## src/rtl/energy_pkg.sv

```systemverilog
// energy_pkg: shared state type, counter width and generic saturating add
package energy_pkg;
  typedef enum logic {ACCUM, EMIT} state_t;
  localparam int CNTW = 16;
  localparam int MAXW = 64;
  // Operands arrive sign-extended to MAXW; w is the real width to clamp at.
  function automatic logic [MAXW:0] sat_add(input logic signed [MAXW-1:0] a, input logic signed [MAXW-1:0] b, input int w);
    logic signed [MAXW:0] s, mx;
    s = {a[MAXW-1], a} + {b[MAXW-1], b};
    mx = ((MAXW+1)'(1) << (w - 1)) - (MAXW+1)'(1);
    return s > mx ? {1'b1, mx[MAXW-1:0]} : s < ~mx ? {1'b1, ~mx[MAXW-1:0]} : {1'b0, s[MAXW-1:0]};
  endfunction
endpackage

```

## src/rtl/energy_accum_if.sv

```systemverilog
// energy_accum_if: sample input stream, flush and frame result stream
interface energy_accum_if import energy_pkg::*; #(parameter int INW = 32, parameter int ACCW = 48);
  logic in_valid, in_ready, flush, out_valid, out_ready, out_sat;
  logic signed [INW-1:0] in_data;
  logic signed [ACCW-1:0] out_sum;
  logic [CNTW-1:0] out_count;
  modport master(output in_valid, in_data, flush, out_ready, input in_ready, out_valid, out_sum, out_count, out_sat);
  modport slave(input in_valid, in_data, flush, out_ready, output in_ready, out_valid, out_sum, out_count, out_sat);
endinterface

```

## src/rtl/energy_sat_add.sv

```systemverilog
// energy_sat_add: ACCW-bit signed saturating adder with overflow flag
module energy_sat_add import energy_pkg::*; #(parameter int ACCW = 48) (
  input  logic signed [ACCW-1:0] i_a,
  input  logic signed [ACCW-1:0] i_b,
  output logic signed [ACCW-1:0] o_sum,
  output logic                   o_ovf
);
  logic signed [MAXW-1:0] w_a, w_b;
  logic [MAXW:0] w_r;
  assign w_a = MAXW'(i_a);
  assign w_b = MAXW'(i_b);
  assign w_r = sat_add(w_a, w_b, ACCW);
  assign o_sum = w_r[ACCW-1:0];
  // The upper bits are always a sign extension of o_sum; folding them in keeps every result bit consumed.
  assign o_ovf = w_r[MAXW] | (w_r[MAXW-1:0] != MAXW'(o_sum));
endmodule

```

## src/rtl/energy_accum.sv

```systemverilog
// energy_accum: per-frame saturating energy sum with flush and ready/valid result
module energy_accum import energy_pkg::*; #(
  parameter int INW = 32,
  parameter int ACCW = 48,
  parameter int FRAME_LEN = 16
) (
  input logic clk,
  input logic rst_n,
  energy_accum_if.slave bus
);
  state_t r_state, w_next;
  logic signed [ACCW-1:0] r_acc, r_sum, w_x, w_sum, w_nsum;
  logic [CNTW-1:0] r_cnt, r_ocnt, w_ncnt;
  logic r_sat, r_osat, r_valid, w_ovf, w_acc, w_nsat, w_close;
  assign w_x = ACCW'(bus.in_data);
  energy_sat_add #(.ACCW(ACCW)) u_add (.i_a(r_acc), .i_b(w_x), .o_sum(w_sum), .o_ovf(w_ovf));
  always_comb begin
    w_acc = (r_state == ACCUM) && bus.in_valid;
    w_ncnt = w_acc ? r_cnt + 1'b1 : r_cnt;
    w_nsum = w_acc ? w_sum : r_acc;
    w_nsat = r_sat | (w_acc & w_ovf);
    // A flush only closes a frame that holds at least one beat, counting this cycle's.
    w_close = (r_state == ACCUM) && ((w_acc && w_ncnt == CNTW'(FRAME_LEN)) || (bus.flush && w_ncnt != '0));
    w_next = w_close ? EMIT : (r_state == EMIT && bus.out_ready) ? ACCUM : r_state;
  end
  always_ff @(posedge clk)
    r_state <= !rst_n ? ACCUM : w_next;
  always_ff @(posedge clk) begin
    if (!rst_n) begin
      r_acc <= '0;
      r_cnt <= '0;
      r_sat <= 1'b0;
      r_sum <= '0;
      r_ocnt <= '0;
      r_osat <= 1'b0;
      r_valid <= 1'b0;
    end else begin
      r_acc <= w_close ? '0 : w_nsum;
      r_cnt <= w_close ? '0 : w_ncnt;
      r_sat <= !w_close && w_nsat;
      r_sum <= w_close ? w_nsum : r_sum;
      r_ocnt <= w_close ? w_ncnt : r_ocnt;
      r_osat <= w_close ? w_nsat : r_osat;
      r_valid <= w_close | (r_valid & !bus.out_ready);
    end
  end
  assign bus.in_ready = (r_state == ACCUM);
  assign bus.out_valid = r_valid;
  assign bus.out_sum = r_sum;
  assign bus.out_count = r_ocnt;
  assign bus.out_sat = r_osat;
endmodule

```

## src/flat_wrapper.sv

```systemverilog
// flat-port wrapper written by rule: the top's interface ports become plain ports
module energy_accum_flat import energy_pkg::*;
#(
  parameter int INW = 32,
  parameter int ACCW = 48,
  parameter int FRAME_LEN = 16
)
  (clk, rst_n, bus_in_valid, bus_in_data, bus_flush, bus_out_ready, bus_in_ready, bus_out_valid, bus_out_sum, bus_out_count, bus_out_sat);
  energy_accum_if #(.INW(INW), .ACCW(ACCW)) bus_i ();
  input logic clk;
  input logic rst_n;
  input wire logic [$bits(bus_i.in_valid)-1:0] bus_in_valid;
  input wire logic [$bits(bus_i.in_data)-1:0] bus_in_data;
  input wire logic [$bits(bus_i.flush)-1:0] bus_flush;
  input wire logic [$bits(bus_i.out_ready)-1:0] bus_out_ready;
  output wire logic [$bits(bus_i.in_ready)-1:0] bus_in_ready;
  output wire logic [$bits(bus_i.out_valid)-1:0] bus_out_valid;
  output wire logic [$bits(bus_i.out_sum)-1:0] bus_out_sum;
  output wire logic [$bits(bus_i.out_count)-1:0] bus_out_count;
  output wire logic [$bits(bus_i.out_sat)-1:0] bus_out_sat;
  assign bus_i.in_valid = bus_in_valid;
  assign bus_i.in_data = bus_in_data;
  assign bus_i.flush = bus_flush;
  assign bus_i.out_ready = bus_out_ready;
  assign bus_in_ready = bus_i.in_ready;
  assign bus_out_valid = bus_i.out_valid;
  assign bus_out_sum = bus_i.out_sum;
  assign bus_out_count = bus_i.out_count;
  assign bus_out_sat = bus_i.out_sat;
  energy_accum #(.INW(INW), .ACCW(ACCW), .FRAME_LEN(FRAME_LEN)) u_core (.clk(clk), .rst_n(rst_n), .bus(bus_i));
endmodule
```

## config.mk

```make
export PLATFORM = sky130hd
export DESIGN_NAME = energy_accum_flat
export DESIGN_NICKNAME = d
export VERILOG_FILES = /design/src/rtl/energy_pkg.sv /design/src/rtl/energy_accum_if.sv /design/src/rtl/energy_sat_add.sv /design/src/rtl/energy_accum.sv /design/src/flat_wrapper.sv
export SDC_FILE = /design/constraint.sdc
export NUM_CORES = 1
export LEC_CHECK = 0
export CAP_MARGIN = 0
export CORE_ASPECT_RATIO = 1.5
export CORE_MARGIN = 2
export CORE_UTILIZATION = 44
export DETAILED_ROUTE_END_ITERATION = 8
export PLACE_DENSITY = 0.77
export SLEW_MARGIN = 40
export SYNTH_ARGS = -nofsm -noshare
export SYNTH_HDL_FRONTEND = slang
export SYNTH_SLANG_ARGS = --single-unit
```

## constraint.sdc

```tcl
create_clock -name clk -period 5.2 [get_ports clk]
set_clock_uncertainty 0.2 [all_clocks]
set_input_delay 1.04 -clock clk [delete_from_list [all_inputs] [get_ports clk]]
set_output_delay 1.04 -clock clk [all_outputs]
set_load 0.01 [all_outputs]
```

# --- Word-level counts from Yosys, hierarchy flattened ---
# Cells that the tools add are included.
word_totals:
  regBits: 132
  latchBits: 0
  ramBits: 0
  rom_bits: 0
  in_bits: 37
  out_inout_bits: 67
  word_cells: 39
  n_memories: 0
op_classes:
  add_sub_neg: 2
  multipliers: 0
  div_mod_pow: 0
  magnitude_cmp: 2
  n_eq_ne: 2
  shift: 0
  mux: 6
  bitwise_logic: 7
  n_reduce_logical: 12
ops:
  columns: ["operator", "n"]
  rows:
  - ["$mux W65", 2]
  - ["$gt A65 B48 Y1 const B", 1]
  - ["$lt A65 B48 Y1 const B", 1]
  - ["$add A48 B32 Y49", 1]
  - ["$mux W48", 1]
  - ["$add A16 B1 Y16 const B", 1]
  - ["$eq A16 B5 Y1 const B", 1]
  - ["$mux W16", 1]
  - ["$ne A16 B16 Y1", 1]
  - ["$reduce_bool A16 Y1", 1]
  - ["$logic_and A1 B1 Y1", 6]
  - ["$or A1 B1 Y1", 3]
  - ["$and A1 B1 Y1", 2]
  - ["$logic_not A1 Y1", 2]
  - ["$mux W1", 2]
  - ["$not A1 Y1", 2]
  - ["$reduce_bool A2 Y1", 1]
  - ["$reduce_or A2 Y1", 1]
  - ["$logic_or A1 B1 Y1", 1]

# --- Depth between registers and ports, before layout ---
# Gate-level depths: netlist (run 1).
depth:
  depth_word: 9
  depth_mapped: 19
  mapped_depth_nobuf: 19

# --- Hierarchy ---
# Synthesis (run 1) repeated with hierarchy kept, for this count alone.
unflattened:
  hier_cells: 1040
  area_unflattened_um2: 8585.7
modules_own_cells:
  columns: ["module", "instances", "cells_each", "area_per_inst_um2", "seq_area_each_um2"]
  rows:
  - ["energy_accum", 1, 583, 5440.2, 2642.5]
  - ["energy_sat_add", 1, 457, 3145.5, 0.0]

# --- Least setup slack after synthesis (run 1) ---
# OpenSTA, ideal clock, no wires.
synth_timing:
  path_kind: "input to register"
  from: "in bus_in_data[11]"
  to: "reg u_core.r_sum[14], in the netlist u_core.bus.out_sum[14]"
  setup_ps: 128
  arrival_ps: 5087
  required_time_ps: 4872
  path_slack_ps: -215
  path_stages: 18
  n_path_buf: 2
  path_cell_list: "ha_1 > buf_4 > a21oi_1 > o221a_2 > o21ai_0 > o2111a_1 > o21a_1 > a41oi_1 > xnor2_1 > or4b_1 > or4_4 > o21bai_1 > ha_1 > nor2_1 > clkbuf_1 > o21ai_0 > o2111ai_1 > o21ai_0"
synth_via:
  elab_chain_cells: 5
  elab_cells_between_ends: 6
  cone_classes: "add/sub (1); order compare (2); mux (3)"
synth_lines:
  columns: ["element", "line", "rtl"]
  rows:
  - ["start: declaration", "flat_wrapper.sv:13", "input wire logic [$bits(bus_i.in_data)-1:0] bus_in_data;"]
  - ["$add A48 B32 Y49 (*)", "energy_pkg.sv:9", "s = {a[MAXW-1], a} + {b[MAXW-1], b};"]
  - ["$lt A65 B48 Y1", "energy_pkg.sv:11", "return s > mx ? {1'b1, mx[MAXW-1:0]} : s < ~mx ? {1'b1, ~mx[MAXW-1:0]} : {1'b0, s[MAXW-1:0]};"]
  - ["$mux W65", "energy_pkg.sv:11", null]
  - ["$mux W65 (*)", "energy_pkg.sv:11", null]
  - ["$mux W48 (*)", "energy_accum.sv:20", "w_nsum = w_acc ? w_sum : r_acc;"]
  - ["end signal: assignment", "energy_accum.sv:41", "r_sum <= w_close ? w_nsum : r_sum;"]
  - ["end: declaration", "energy_accum.sv:12", "logic signed [ACCW-1:0] r_acc, r_sum, w_x, w_sum, w_nsum;"]
# Mark *: on every way between the ends. The rest lies on a longest branch, timed or not.
# A chain may end at the register's enable or synchronous reset.

# --- Worst setup path after layout (run 1) ---
layout_timing:
  from: "in bus_in_data[25]"
  to: "reg u_core.r_sum[43], in the netlist u_core.bus.out_sum[43]"
# The elaborated chain is that of the path after synthesis.

==> results of run 1 <==
[state kept, by name, summed over array words and instances, names as in the netlist]
signal,flops
u_core.bus.out_count,16
u_core.bus.out_sat,1
u_core.r_cnt,16
u_core.r_state,1
u_core.r_acc,48
u_core.bus.out_valid,1
u_core.bus.out_sum,48
u_core.r_sat,1
[cell usage after synthesis, drive strengths merged (5+ instances only)]
cell type and number:
nor4 6, o21ai 114, a22oi 5, nor3 28, xor2 21, nand4 31
o2bb2a 12, nand3b 5, xnor2 27, nor2 117, o22ai 14, and4 7
o2111ai 22, o31ai 24, and2 10, inv 16, or2 7, a21o 23
nand2 122, dfxtp 132, nor2b 10, clkbuf 51, buf 26, and3 14
o21bai 7, a21oi 61, nand2b 11, a211o 6, o21a 11, o211ai 7
nand3 16, ha 50, a221oi 7, mux2i 6, a211oi 24, o211a 19
o31a 5, a31oi 8
[routing by layer]
layer / vias up / track usage / part of all wire
li1: 4997 / - / -
met1: 5197 / 0.335 / 0.36
met3: 176 / 0.0579 / 0.057
met5: - / 0 / 0
met4: 0 / 0.263 / 0.082
met2: 522 / 0.576 / 0.50
[what timing repair did]
action                     in CTS  in global routing
gates cloned                    0                  3
setup buffers                  27                 18
setup endpoints to repair      98                 98
gates resized for setup       123                135
hold endpoints to repair        0                  0
pin swaps                      46                 49
[worst min-delay path by stage]
stage | cells past startpoint | from | end | slack, ps
after floorplan | 2 | u_core.r_acc[2] | u_core.r_acc[2] | 270
after detailed placement | 2 | u_core.bus.out_sum[8] | u_core.bus.out_sum[8] | 250
after global routing | 2 | u_core.bus.out_sum[5] | u_core.bus.out_sum[5] | 280
final | 2 | u_core.bus.out_sum[5] | u_core.bus.out_sum[5] | 260
after global placement | 2 | u_core.bus.out_sum[26] | u_core.bus.out_sum[26] | 250
after CTS | 2 | u_core.bus.out_sum[15] | u_core.bus.out_sum[15] | 260
[final cells by class]
cell class	count	area (µm²)
Clock inverter	11	125
Sequential cell	132	2640
Inverter	16	60.1
Multi-Input combinational cell	910	6960
Clock buffer	20	467
Timing Repair Buffer	428	3610
Tap cell	260	325
Fill cell	1430	5600
[where the power goes]
group,total [µW],switching (µW),internal [µW]
Sequential,1540,266,1270
Combinational,4770,2370,2400
Clock,1230,487,743
Total,7530,3120,4410
[tightest hold or removal path: stages, from the launching register on]
cell and delay, ps:
dfxtp_1 310, nand2_1 50, o21ai_1 50
[through the flow]
stage | hold slack [ps] | total power, µW | std cells
after global placement | 248 | 5330 | 1699
after floorplan | 274 | 3380 | 1135
final | 259 | 7530 | 1777
after CTS | 260 | 7000 | 1757
after detailed placement | 251 | 5380 | 1699
after global routing | 281 | 7900 | 1777
[cells by family (layout without fill, tap and decap cells)]
family / count (synthesis) / count (layout) / synth area share
AND/OR/NAND/NOR: 402 / 402 / 0.217
AO/OA/AOI/OAI: 402 / 402 / 0.314
buffers and inverters: 93 / 475 / 0.0446
adder cells (fa/ha/maj): 51 / 51 / 0.0726
multiplexers: 7 / 7 / 0.00801
flip-flops: 132 / 132 / 0.297
XOR/XNOR: 48 / 48 / 0.0472
==> run_results.csv, run 1 <==
group,metric,value,unit
run_status,violations,"negative setup slack",
synth,yosysSeqAreaShare,0.297,
setup_path,slowest_delay,540,ps
final_layout,drive_above_1_share,0.352,
cts,cts_buffers,17,
timing,worst_slack,-18.0,ps
run,drv_cap,0,
final_layout,n_antenna_cell,0,
synth,synth_cells,1135,
synth,synth-seq-cells,132,
drt,finalWirelength,37100,µm
synth,synthFlopType,"dfxtp_1",
power,peakVddDrop,0.336,mV
setup_path,cp_max_fo,5,
cts,cts_tree,"built",
synth,synth_area_per_cell,7.84,µm²
setup_path,worst_path_max_delay_cell,"or4_4",
synth,ys_warn_count,0,
timing,fmax,0.192,GHz
setup_path,crit_buf_inv,5,
die,core_area,0.0198,mm²
final_layout,nNetsFinal,1593,
timing,final.setup.tns,-43.8,ps
global_route,grt_pass1_wl,54600,µm
timing,slew-limit-headroom,0.394,
timing,final_hold_viol_count,0,
timing,drv_slew,0,
final_layout,utilization,0.717,
die,die_h,178,µm
synth,synth_edf_count,0,
die,num_rows,63,
setup_path,r2r-start,"u_core.r_acc[0]",
placement,routabilityCongestion,1.06,
setup_path,r2r_cells,23,
drt,drc,0,
cts,clk_latency,440,ps
setup_path,crit_family,"simple AND/OR/NAND/NOR gates",
global_route,antenna_found_initial,0,
final_layout,syn_to_final_growth,59.4,%
timing,rsz0062_at_grt,"yes",
synth,async_reset_ff_frac,0,
setup_path,cp_common_cell,"a21oi_2",
cts,htree_levels,4,
drt,drt-initial-drc-count,751,
power,p_per_area,531,mW/mm²
setup_path,crit_end,"u_core.bus.out_sum[43]",
setup_path,crit_cells,20,
cts,cts_sinks,132,
setup_path,crit_chain,"clkdlybuf4s50_1, ha_4, a21oi_2, o21ai_1, a21oi_2, o21ai_2, or2_2, xnor2_2, nor4_2, buf_4, nand4b_1, or4_4, o21bai_1, ha_1, inv_2, nand2_4, buf_6, o21ai_4, clkbuf_16, o31ai_1",
die,die_w,120,µm
setup_path,cp.required,5280,ps
final_layout,fin_area,0.0142,mm²
setup_path,timing.rr.end,"u_core.bus.out_sum[43]",
synth,ys_types,83,
drt,vias_per_cell,6.13,
die,die_area,0.0214,mm²
global_route,grt_max_degree,82,
setup_path,crit_type,"primary input to flip-flop",
drt,drt_pass1_iterations,5,
global_route,track_usage,0.326,
timing,worstMarginPinSlew,907,ps
cts,clockBufferDepth,2,
die,ios,104,
timing,fin_crit_sh,1.00,
drt,wire_per_inst,20.9,µm
final_layout,layout_commonest_cell,"buf_4",
global_route,grt.overflow.total,0,
setup_path,critPathArrivalTime,5300,ps
synth,netlist_area,0.00890,mm²
die,start_util,0.450,
placement,dpl.hpwl,25400,µm
synth,synth_nets,1223,
power,p_leak,0.00609,µW
global_route,grt_pass1_vias,10600,
timing,setup_viol,4,
drt,ant_nets,0,
placement,port_buffers,103,
placement,place_area,0.0121,mm²
final_layout,final_cell_mix,"buf_4, dfxtp_1, nand2_1",
setup_path,rrSetupSlack,260,ps
setup_path,startpoint,"bus_in_data[25]",
synth,synth_area_leaders,"dfxtp_1, ha_1, o21ai_0, nand2_1, nor2_1",
drt,routed-via-count,10900,
setup_path,worst_setup_path_start_kind,"primary input",
hold_path,min_path_type,"flip-flop to flip-flop",
cts,ctsHoldBuffers,0,
synth,synth.largest_area_cell,"dfxtp_1",
cts,root_buffer,"clkbuf_16",
placement,dp_slack,-853,ps
synth,synth_top_area_share,0.297,
timing,period_needed,5220,ps
cts,path_clk_slew,70,ps
run_status,status,"finished, violations left",
setup_path,critPathCaptureType,"flip-flop",
(Power assumes the default switching activity.)
==> inputs of run 2 (changes only) <==
Settings changed: CAP_MARGIN 0 to 20, SKIP_CTS_REPAIR_TIMING set to 1.
==> run_results.csv, run 2 (synthesized netlist as in run 1, its figures left out) <==
group,metric,value,unit
run_status,status,"finished, violations left",
run_status,violations,"negative setup slack",
final_layout,syn_to_final_growth,58.1,%
drt,ant_nets,0,
die,core_area,0.0198,mm²
setup_path,worst_path_max_delay_cell,"or4_4",
timing,drv_slew,0,
global_route,antenna_found_initial,0,
final_layout,drive_above_1_share,0.338,
final_layout,layout_commonest_cell,"buf_4",
timing,period_needed,5290,ps
setup_path,crit_chain,"clkdlybuf4s50_1, ha_4, nand4_1, nand2b_1, o22ai_2, buf_4, o311a_1, a211oi_4, nand4_1, or4b_1, or4_4, o21bai_4, ha_4, inv_4, nand2_4, buf_6, o21ai_4, buf_12, o31ai_1",
placement,port_buffers,103,
setup_path,critPathCaptureType,"flip-flop",
power,peakVddDrop,0.304,mV
cts,clk_latency,440,ps
cts,root_buffer,"clkbuf_16",
timing,setup_viol,34,
setup_path,cp.required,5320,ps
die,die_w,120,µm
setup_path,crit_buf_inv,5,
die,start_util,0.450,
placement,dpl.hpwl,25400,µm
placement,routabilityCongestion,1.06,
drt,vias_per_cell,6.02,
setup_path,worst_setup_path_start_kind,"primary input",
setup_path,crit_family,"simple AND/OR/NAND/NOR gates",
global_route,grt_pass1_wl,51900,µm
drt,wire_per_inst,20.6,µm
placement,dp_slack,-853,ps
global_route,grt_pass1_vias,10100,
timing,worst_slack,-89.2,ps
cts,clockBufferDepth,2,
die,ios,104,
die,die_h,178,µm
setup_path,critPathArrivalTime,5410,ps
timing,fmax,0.189,GHz
cts,cts_buffers,17,
cts,cts_sinks,132,
timing,worstMarginPinSlew,1040,ps
setup_path,cp_max_fo,11,
power,p_leak,0.00598,µW
timing,slew-limit-headroom,0.307,
cts,path_clk_slew,60,ps
timing,hold_ws,249,ps
final_layout,multi_input_area,0.00699,mm²
drt,drc,0,
cts,htree_levels,4,
die,num_rows,63,
cts,cts_tree,"built",
global_route,grt.overflow.total,0,
setup_path,slowest_delay,580,ps
timing,fin_crit_sh,1.02,
final_layout,num-fill-cells,1454,
final_layout,register_area,0.00264,mm²
hold_path,min_path_type,"flip-flop to flip-flop",
drt,drt_pass1_iterations,5,
drt,routed-via-count,10500,
final_layout,n_antenna_cell,0,
timing,rsz0062_at_grt,"yes",
run,drv_cap,0,
setup_path,crit_type,"primary input to flip-flop",
global_route,grt_max_degree,82,
final_layout,nNetsFinal,1565,
drt,finalWirelength,36100,µm
drt,drt-initial-drc-count,733,
die,die_area,0.0214,mm²
global_route,track_usage,0.311,
timing,final_hold_viol_count,0,
power,p_per_area,534,mW/mm²
final_layout,final_cell_mix,"buf_4, dfxtp_1, nand2_1",
## run 2: changes by cell type in the layout (fill, tap and decap cells not counted), sizes merged
| cell | delta |
|---|---|
| dlymetal6s2s | +6 |
| clkdlybuf4s15 | -2 |
| clkbuf | -5 |
| buf | -28 |
| dlygate4sd2 | -1 |
| clkdlybuf4s50 | +2 |
## run 2: report_power, final
| part | internal [µW] | switching (µW) |
|---|---|---|
| registers | 1270 | 266 |
| logic | 2340 | 2400 |
| clock network | 743 | 492 |
| total | 4350 | 3160 |
## run 2: final cells by class
class                   count  area share
inverters                  16     0.00445
clock inverters            11     0.00890
well taps                 260      0.0231
flip-flops and latches    132       0.188
multi-input cells         910       0.497
clock buffers              20      0.0332
repair buffers            400       0.245
## run 2: per-layer routing
metal | wire length (µm) | share of wire | vias to the layer above | global-route usage
met5 | 0 | 0 | - | 0
met4 | 2830 | 0.078 | 0 | 0.219
met3 | 1920 | 0.053 | 152 | 0.0486
met2 | 17900 | 0.50 | 444 | 0.561
met1 | 13500 | 0.37 | 5003 | 0.327
li1 | - | - | 4929 | -
## run 2: path summary, 6_finish.rpt
kind	start	end	slack, ps	depth (start not counted)
worst max-delay path	bus_in_data[20]	u_core.bus.out_sum[38]	-90	19
worst min-delay path	u_core.bus.out_sum[10]	u_core.bus.out_sum[10]	250	2
worst max register to register	u_core.r_acc[0]	u_core.bus.out_sum[38]	240	20
worst min register to register	u_core.bus.out_sum[10]	u_core.bus.out_sum[10]	250	2
## run 2: through the flow
stage / std cells / setup TNS, ps / total power, µW / util / cell area [µm²]
2_1_floorplan: 1135 / 0 / 3380 / - / 8950
3_5_place_dp: 1699 / -70910 / 5380 / 0.612 / 12100
5_1_grt: 1749 / -7650 / 7870 / 0.711 / 14100
3_3_place_gp: 1699 / -66700 / 5330 / 0.612 / 12100
6_report: 1749 / -939 / 7510 / 0.711 / 14100
4_1_cts: 1730 / -29870 / 6640 / 0.642 / 12700
## run 2: worst reg2reg max path, stage by stage (launching register included)
cell and delay [ps]:
dfxtp_1 350, ha_4 180, inv_2 50, fa_2 230, nor2b_4 60, o31ai_4 380, a21boi_2 120, o211ai_1 450
a2111oi_4 170, nor3_4 230, nand4_1 120, or4b_1 510, or4_4 580, o21bai_4 150, ha_4 200, inv_4 50
nand2_4 70, buf_6 110, o21ai_4 120, buf_12 180, o31ai_1 320
